$ cat config.mk
export PLATFORM = sky130hd
export DESIGN_NAME = imem_loader
export DESIGN_NICKNAME = d
export VERILOG_FILES = /design/src/rtl/imem_loader.sv
export SDC_FILE = /design/constraint.sdc
export NUM_CORES = 1
export LEC_CHECK = 0
export BUFFER_PORTS_ARGS = -buffer_cell sky130_fd_sc_hd__clkbuf_2
export CORE_MARGIN = 2
export CORE_UTILIZATION = 45
export DETAILED_ROUTE_END_ITERATION = 10
export PLACE_DENSITY_LB_ADDON = 0.3
export REMOVE_ABC_BUFFERS = 1
export SETUP_SLACK_MARGIN = 0.3
export SLEW_MARGIN = 25
export SYNTH_ARGS = -nofsm -noshare
export SYNTH_HDL_FRONTEND = slang
export SYNTH_SLANG_ARGS = --single-unit
export TNS_END_PERCENT = 1
$ cat constraint.sdc
create_clock -name clk -period 2.4 [get_ports clk]
set_input_delay 0.24 -clock clk [delete_from_list [all_inputs] [get_ports clk]]
set_output_delay 0.24 -clock clk [all_outputs]
set_load 0.01 [all_outputs]
$ cat src/rtl/imem_loader.sv
// imem_loader
// Boot-time writer for the CPU's 256 x 16-bit instruction memory.
// The loader receives a byte stream over a valid/ready handshake. The first
// byte gives the program length in words, with 0 meaning 256 words. Each
// following pair of bytes forms one instruction word, high byte first. Words
// are written to consecutive addresses starting at 0. The CPU is held in reset
// until the last word has been written.
//
// Ports:
//   clk          - system clock, rising edge
//   reset        - asynchronous, active-low reset
//   start        - single-cycle load request, honoured only in IDLE or DONE
//   in_valid     - stream byte valid
//   in_data      - stream byte
//   in_ready     - loader accepts a byte on this cycle's rising edge
//   wr_en        - instruction memory write strobe, one cycle per word
//   wr_addr      - instruction memory write address
//   wr_data      - instruction word to write
//   cpu_reset    - active-high CPU hold while unloaded or loading
//   busy         - load in progress
//   done         - load complete, program valid
//   words_loaded - number of words written in the current or last load
module imem_loader #(
    parameter int ADDR_W = 8,
    parameter int DATA_W = 16
) (
    input  logic              clk,
    input  logic              reset,
    input  logic              start,
    input  logic              in_valid,
    input  logic [7:0]        in_data,
    output logic              in_ready,
    output logic              wr_en,
    output logic [ADDR_W-1:0] wr_addr,
    output logic [DATA_W-1:0] wr_data,
    output logic              cpu_reset,
    output logic              busy,
    output logic              done,
    output logic [ADDR_W:0]   words_loaded
);

    typedef enum logic [2:0] {
        IDLE,
        LEN,
        HI,
        LO,
        WRITE,
        DONE
    } state_t;

    state_t            state;
    logic [ADDR_W-1:0] word_index;
    logic [ADDR_W:0]   word_count;
    logic [7:0]        hi_byte;

    // A byte transfers only on an edge where both sides agree.
    logic accept;
    assign accept = in_valid && in_ready;

    // Every output is a register. in_ready is therefore set on the same edge
    // that enters a receive state, so the handshake lines up with the state.
    always_ff @(posedge clk or negedge reset) begin
        if (!reset) begin
            state        <= IDLE;
            in_ready     <= 1'b0;
            wr_en        <= 1'b0;
            wr_addr      <= '0;
            wr_data      <= '0;
            cpu_reset    <= 1'b1;
            busy         <= 1'b0;
            done         <= 1'b0;
            words_loaded <= '0;
            word_index   <= '0;
            word_count   <= '0;
            hi_byte      <= '0;
        end else begin
            case (state)
                IDLE, DONE: begin
                    if (start) begin
                        state        <= LEN;
                        in_ready     <= 1'b1;
                        busy         <= 1'b1;
                        done         <= 1'b0;
                        cpu_reset    <= 1'b1;
                        words_loaded <= '0;
                        word_index   <= '0;
                    end
                end

                LEN: begin
                    if (accept) begin
                        // A length byte of zero encodes a full 256-word image.
                        if (in_data == 8'd0) begin
                            word_count <= {1'b1, {ADDR_W{1'b0}}};
                        end else begin
                            word_count <= (ADDR_W + 1)'(in_data);
                        end
                        state <= HI;
                    end
                end

                HI: begin
                    if (accept) begin
                        hi_byte <= in_data;
                        state   <= LO;
                    end
                end

                LO: begin
                    if (accept) begin
                        wr_data  <= DATA_W'({hi_byte, in_data});
                        wr_addr  <= word_index;
                        wr_en    <= 1'b1;
                        in_ready <= 1'b0;
                        state    <= WRITE;
                    end
                end

                WRITE: begin
                    // The index wraps to 0 after write 255. That case is also
                    // the terminating count, so the wrapped value is never used.
                    wr_en        <= 1'b0;
                    word_index   <= word_index + 1'b1;
                    words_loaded <= words_loaded + 1'b1;
                    if ((words_loaded + 1'b1) == word_count) begin
                        state     <= DONE;
                        busy      <= 1'b0;
                        done      <= 1'b1;
                        cpu_reset <= 1'b0;
                    end else begin
                        state    <= HI;
                        in_ready <= 1'b1;
                    end
                end

                default: begin
                    state    <= IDLE;
                    in_ready <= 1'b0;
                    wr_en    <= 1'b0;
                end
            endcase
        end
    end

endmodule

Word level (Yosys, flattened, before mapping)
Cells that the tools add are included.
{ "op_classes": {"mux": 22, "reduce_logical": 15, "add_sub_neg": 2, "eq_ne": 12, "bitwise_logic": 2} }
{ "op_table": {"columns": ["cell", "n"], "rows": [
  ["$mux W9", 2],
  ["$pmux W9 S2", 1],
  ["$pmux W8 S2", 1],
  ["$mux W3", 5],
  ["$pmux W3 S5", 1],
  ["$ne A2 B2 Y1 const B", 6],
  ["$reduce_and A2 Y1", 5],
  ["$add A9 B1 Y9 const B", 1],
  ["$eq A9 B9 Y1", 1],
  ["$add A8 B1 Y8 const B", 1],
  ["$logic_not A8 Y1", 1],
  ["$mux W8", 1],
  ["$reduce_and A4 Y1", 2],
  ["$mux W1", 7],
  ["$eq A3 B2 Y1 const B", 2],
  ["$eq A3 B3 Y1 const B", 2],
  ["$pmux W1 S2", 3],
  ["$pmux W1 S4", 1],
  ["$reduce_or A2 Y1", 2],
  ["$reduce_or A4 Y1", 1],
  ["$eq A3 B1 Y1 const B", 1],
  ["$logic_not A3 Y1", 1],
  ["$reduce_and A3 Y1", 1],
  ["$not A1 Y1", 2],
  ["other kinds (2)", 2]
]} }
{ "word_totals": {"inputBits": 12, "regBits": 66, "out_inout_bits": 38} }

Logic depth before layout (Yosys ltp)
Gate-level depths: netlist of run 1.
{ "depth": {"depth_word": 4, "ltp_mapped": 9, "mapped_depth_nobuf": 7} }

Worst setup path before layout of run 1
No wires, ideal clock.
{ "synth_path": {"path_type": "flip-flop to flip-flop", "from": "register words_loaded[0]", "to": "register state[0]", "path_stages_with_launch": 8, "required_time_ns": 2.333, "slack_ns": 0.574, "t_arrival_ns": 1.759, "n_path_buf": 0, "setup_ns": 0.067, "cell_sequence": "dfrtp_1 -> ha_1 -> xnor2_1 -> o311ai_0 -> nor3_1 -> nand4_1 -> a21oi_4 -> o221a_1"} }
{ "synth_via": {"elab_chain_cells": 4} }
{ "synth_rtl": {"columns": ["element", "line", "text"], "rows": [
  ["start: declaration", "39", "output logic [ADDR_W:0] words_loaded"],
  ["start signal: assignment", "124", "words_loaded <= words_loaded + 1'b1;"],
  ["$add A9 B1 Y9", "125", "if ((words_loaded + 1'b1) == word_count) begin"],
  ["$eq A9 B9 Y1", "125", null],
  ["$mux W3", "125", null],
  ["$pmux W3 S5", "77", "case (state)"],
  ["end signal: assignment", "80", "state <= LEN;"],
  ["end signal: assignment", "126", "state <= DONE;"],
  ["end signal: assignment", "131", "state <= HI;"],
  ["end: declaration", "51", "state_t state;"]
]} }
Every way passes these cells.
A chain may end at the register's enable or synchronous reset.

Worst setup path in the final report of run 1
Ends and elaborated chain as after synthesis.

==> flow_summary.yaml, run 1 <==
run_status:
  outcome: "completed"
synthesis:
  synth-main-ff-cell: "dfrtp_1"
  syn_inst: 259
  avgSynthCellArea_um2: 11.9
  async_reset_ff_share_pct: 100
  synth_area_um2: 3070
  yosysSeqAreaShare_pct: 53.8
  synth-seq-cells: 66
  ys_types: 48
  yosys_warnings: 0
  synth_enable_flop_cells: 0
global_route:
  use_met3_pct: 5.52
  grt.busiest_layer: "met2"
  use_met2_pct: 27.1
  met1_usage_pct: 23.3
  grt_max_degree: 26
  grt_pass1_vias: 2076
  grt.overflow.total: 0
  grt_pass1_wl_mm: 10.2
  antenna_found_initial: 0
  track_usage_pct: 17.5
routing:
  drc: 0
  antenna_left: 0
  via_count: 2163
  vias_per_cell: 5.42
  routedWlPerCell_um: 15.0
  dr.pass1.iters: 4
  drt_wl_total_mm: 5.97
  drtIter0Drc: 124
worst_setup_path:
  cp_max_fo: 7
  crit_required_ns: 2.68
  path_buf_inv: 0
  start_kind: "register"
  crit_chain: "ha_2, xnor2_1, o311ai_1, nor3_1, nand4_1, a21oi_4, o221a_1"
  crit_start: "words_loaded[0]"
  setup.worst_path.end_class: "register"
  cp.depth: 7
  arrival_ns: 2.21
  r2r_start: "words_loaded[0]"
  critPathKind: "reg -> reg"
  critPathSlowestCell: "dfrtp_2"
  worstSetupEndpoint: "state[0]"
  slowest_delay_ns: 0.44
  reg2reg_depth: 7
  critPathTopFamily: "compound AO/OA/AOI/OAI gates"
  r2r_setup_slack_ns: 0.47
  r2r-end: "state[0]"
floorplan:
  design.core.area_um2: 6680
  rows: 30
  io_pins: 50
  design.die.area_um2: 7510
  die_w_um: 86.6
  initial_utilization_pct: 46.0
  dieHeight_um: 86.6
timing:
  period_needed_ns: 1.93
  drv_slew: 0
  setup_tns_ns: 0
  finalHoldViolCount: 0
  worst_pin_slew_ns: 0.683
  finClkSkew_ns: 0.00451
  fmax_ghz: 0.518
  hold-worst-slack_ns: 0.179
  min_period_over_period_pct: 80.4
  setup_viol_count_final: 0
  slew_headroom_pct: 54.1
  rsz0062_at_grt: "no"
pwr:
  power.share.clock_pct: 20.0
  p_per_area_nw_per_um2: 1080
  internal-power_mw: 2.55
  ir_drop_mv: 0.680
  total_power_mw: 3.86
  sw_frac_of_total_pct: 33.9
  sequentialPowerShare_pct: 47.3
  p_leak_nw: 1.65
  p_sw_mw: 1.31
  power_frac_comb_pct: 32.7
final_layout:
  num_antenna_cells: 0
  nNetsFinal: 329
  final_cell_mix: "63 x dfrtp_1, 49 x clkbuf_2, 40 x mux2_2"
  area_delta_synth_final_pct: 16.0
  drive_gt1_share_pct: 39.2
  final_common_cell: "dfrtp_1"
  fin_area_um2: 3560
place:
  place.gp.congestion: 0.813
  io_buffers: 49
  post_dp_cell_area_um2: 3380
  dp_hpwl_mm: 4.19
cts:
  cts_sinks: 66
  htreeDepth: 3
  clock_path_buffers: 2
  clk_pin_slew_worst_paths_ns: 0.07
  insertion_delay_ns: 0.34
  cts_tree: "built"
  numCtsBuffers: 9
  cts_root_buf: "clkbuf_8"
job:
  cap_violations: 0
min_path:
  hp-class: "in -> reg"
-- per-stage QoR --
step	worst slack [ns]	cells	util, %
3_5_place_dp	0.397	381	50.5
6_report	0.471	399	53.4
5_1_grt	0.301	399	53.4
4_1_cts	0.376	397	53.1
2_1_floorplan	0.494	246	-
3_3_place_gp	0.445	381	50.5
-- worst min-delay path by stage --
stage                from       endpoint  cells past startpoint
3_5_place_dp        reset     wr_addr[2]                      1
4_1_cts        in_data[1]     wr_data[1]                      2
5_1_grt        in_data[0]  word_count[0]                      2
2_1_floorplan       reset           busy                      0
3_3_place_gp        reset     wr_addr[4]                      1
6_report       in_data[1]     wr_data[1]                      2
-- power groups by stage --
stage / Clock (mW) / Sequential, mW / Combinational [mW]
after CTS: 0.803 / 1.83 / 1.25
after global placement: 0 / 1.83 / 1.22
after floorplan: 0 / 1.88 / 0.765
after global routing: 0.847 / 1.89 / 1.40
final: 0.772 / 1.83 / 1.26
after detailed placement: 0 / 1.85 / 1.25
-- what timing repair did --
| action | CTS | global route |
|---|---|---|
| resized for setup | 0 | 4 |
| hold buffers | 1 | 0 |
| endpoints found under the setup margin | 0 | 7 |
| setup buffers | 0 | 2 |
| hold endpoints to repair | 21 | 0 |
-- logic make-up (layout without fill, tap and decap cells) --
group / after synthesis / count (layout) / synth area share, %
flip-flops: 66 / 66 / 53.8
AND/OR/NAND/NOR: 59 / 59 / 10.3
AO/OA/AOI/OAI: 57 / 57 / 12.3
multiplexers: 41 / 41 / 15.0
buffers and inverters: 20 / 80 / 3.71
XOR/XNOR: 13 / 13 / 3.71
adder cells (fa/ha/maj): 3 / 3 / 1.18
-- flip-flops by register name, summed over array words and instances, names as in the netlist --
name	count
wr_en	1
hi_byte	8
cpu_reset	1
done	1
wr_addr	8
wr_data	16
busy	1
word_count	9
state	3
word_index	8
in_ready	1
words_loaded	9
-- routing by layer --
metal,share of wire (%),up-vias
li1,-,1049
met1,48,1059
met5,0,-
met3,4.4,10
met4,1.2,0
met2,47,45
-- area by class of cell --
class,count,area [µm²]
clock buffer,9,124
clock inverter,6,35.0
fill,597,3120
inverter,7,26.3
multi-input combinational,173,1310
sequential,66,1660
tap,80,100
timing repair buffer,58,315
-- Yosys cell counts (2+ instances only) --
master | instances | share of area, %
a21oi_1 | 7 | 1.1
inv_1 | 5 | 0.61
inv_2 | 2 | 0.24
clkbuf_1 | 3 | 0.37
o31ai_1 | 6 | 1.5
mux2_2 | 40 | 15
xnor2_1 | 9 | 2.6
buf_2 | 4 | 0.65
o21ai_1 | 4 | 0.65
a22o_1 | 5 | 1.4
a21o_1 | 2 | 0.49
nand2_1 | 15 | 1.8
o211ai_1 | 2 | 0.49
nor4_1 | 2 | 0.41
buf_4 | 3 | 0.73
and2_1 | 4 | 0.81
nand3_1 | 9 | 1.5
nand4_1 | 5 | 1.0
ha_1 | 2 | 0.81
xor2_1 | 4 | 1.1
a31oi_1 | 2 | 0.41
and3_1 | 2 | 0.41
nor2_1 | 11 | 1.3
buf_6 | 3 | 1.1
dfrtp_1 | 65 | 53
o21ai_0 | 19 | 3.1
nor2b_1 | 3 | 0.61
Note: power is estimated with default switching activity, not from simulation.
==> run 2: changes to the inputs <==
Clock period 2.4 ns to 1.9 ns, I/O delays scaled along.
==> flow_summary.yaml, run 2 (synthesis results as in run 1) <==
cts:
  insertion_delay_ns: 0.34
  cts_tree: "built"
  cts_root_buf: "clkbuf_8"
  numCtsBuffers: 9
  cts_sinks: 66
  htreeDepth: 3
  clock_path_buffers: 2
  clk_pin_slew_worst_paths_ns: 0.07
routing:
  drc: 0
  antenna_left: 0
  dr.pass1.iters: 4
  via_count: 2239
  drtIter0Drc: 94
  vias_per_cell: 5.46
  routedWlPerCell_um: 14.8
  drt_wl_total_mm: 6.07
job:
  cap_violations: 0
worst_setup_path:
  setup.worst_path.end_class: "register"
  reg2reg_depth: 7
  r2r_setup_slack_ns: 0.03
  crit_required_ns: 2.18
  cp_max_fo: 7
  critPathKind: "reg -> reg"
  start_kind: "register"
  r2r_start: "words_loaded[0]"
  r2r-end: "state[0]"
  arrival_ns: 2.14
final_layout:
  num_antenna_cells: 0
  reg_top3: "wr_data x16, word_count x9, words_loaded x9"
  final_common_cell: "dfrtp_1"
  n_fill_cell: 602
  nNetsFinal: 339
  area_delta_synth_final_pct: 21.0
  final_cell_mix: "62 x dfrtp_1, 49 x clkbuf_2, 40 x mux2_2"
  fin_area_um2: 3720
  largest_register: "wr_data"
  drive_gt1_share_pct: 42.1
  largest_reg_flops: 16
timing:
  rsz0062_at_grt: "yes"
  worst_pin_slew_ns: 0.364
  layout_setup_ws_ns: 0.0325
  fmax_ghz: 0.535
  drv_slew: 0
  period_needed_ns: 1.87
  setup_viol_count_final: 0
  slew_headroom_pct: 75.5
  finalHoldViolCount: 0
  finClkSkew_ns: 0.00643
  setup_tns_ns: 0
  min_period_over_period_pct: 98.3
global_route:
  antenna_found_initial: 0
  grt_pass1_wl_mm: 10.2
  grt_max_degree: 67
  track_usage_pct: 17.5
  grt.overflow.total: 0
  grt_pass1_vias: 2145
min_path:
  hp-class: "in -> reg"
  hp-start: "in_data[0]"
  whs_endpoint: "wr_data[0]"
  holdPathStages: 2
floorplan:
  io_pins: 50
  rows: 30
  design.die.area_um2: 7510
  die_w_um: 86.6
  initial_utilization_pct: 46.0
  dieHeight_um: 86.6
  design.core.area_um2: 6680
pwr:
  ir_drop_mv: 0.744
  p_per_area_nw_per_um2: 1390
  p_leak_nw: 1.73
place:
  io_buffers: 49
  dp_slack_ns: -0.0487
  dp_hpwl_mm: 4.16
  post_dp_cell_area_um2: 3470
  place.gp.congestion: 0.781
run_status:
  outcome: "completed"
-- run 2: cell types whose count changed in the layout (fill, tap and decap cells not counted), sizes merged --
cell	delta
buf	+10
bufinv	+1
clkbuf	+5
clkinv	-3
clkinvlp	-2
-- run 2: cell type report --
class / instances / area (µm²) / share of cell area, %
Inverter: 7 / 26.3 / 0.707
Multi-Input combinational cell: 173 / 1330 / 35.9
Timing Repair Buffer: 68 / 403 / 10.8
Sequential cell: 66 / 1660 / 44.6
Tap cell: 80 / 100 / 2.69
Clock buffer: 14 / 163 / 4.38
Clock inverter: 2 / 35.0 / 0.942
-- run 2: how the worst max path moves through the flow --
| stage | from | to | slack [ns] | cells after the start |
|---|---|---|---|---|
| 6_report | words_loaded[0] | state[0] | 0.03 | 7 |
| 5_1_grt | words_loaded[0] | state[0] | -0.05 | 7 |
| 4_1_cts | words_loaded[1] | state[0] | 0.02 | 7 |
| 3_5_place_dp | words_loaded[0] | state[0] | -0.05 | 7 |
| 3_3_place_gp | words_loaded[0] | in_ready | 0.02 | 7 |
| 2_1_floorplan | in_ready | wr_addr[0] | -0.006 | 4 |
-- run 2: what timing repair did --
action,in CTS,in global routing
resized for setup,2,9
hold endpoints to repair,65,0
setup buffers,1,0
endpoints found under the setup margin,14,41
cloned,0,0
hold buffers,1,0
pin swaps,4,5
-- run 2: metal layers --
layer,vias up,GRT usage [%],share of wire [%],wire length (µm)
met5,-,0,0,0
met4,0,6.82,1.6,99
li1,1076,-,-,-
met2,58,26.7,48,2890
met3,11,4.00,4.7,287
met1,1094,24.2,46,2790
-- run 2: per-stage QoR --
stage	utilization, %	instances	power [mW]	hold slack (ns)
after floorplan	-	246	3.34	-0.106
after global placement	51.9	392	3.91	0.240
after detailed placement	51.9	392	3.98	0.242
after CTS	55.2	410	5.19	0.132
after global routing	55.6	410	5.52	0.132
final	55.6	410	5.18	0.137
-- run 2: power by group --
part           internal [mW]  switching (mW)  leakage, nW
combinational          0.922           0.778        0.796
clock                  0.678           0.510        0.101
sequential              1.90           0.388        0.838
total                   3.50            1.68         1.73
-- run 2: critical path, stage by stage, from the launching register on --
cell and delay [ns]:
dfrtp_1 0.39, buf_4 0.16, and3_2 0.24, nand3_1 0.16, xnor2_1 0.19, nand4_1 0.17, a21oi_4 0.27, o221a_1 0.22
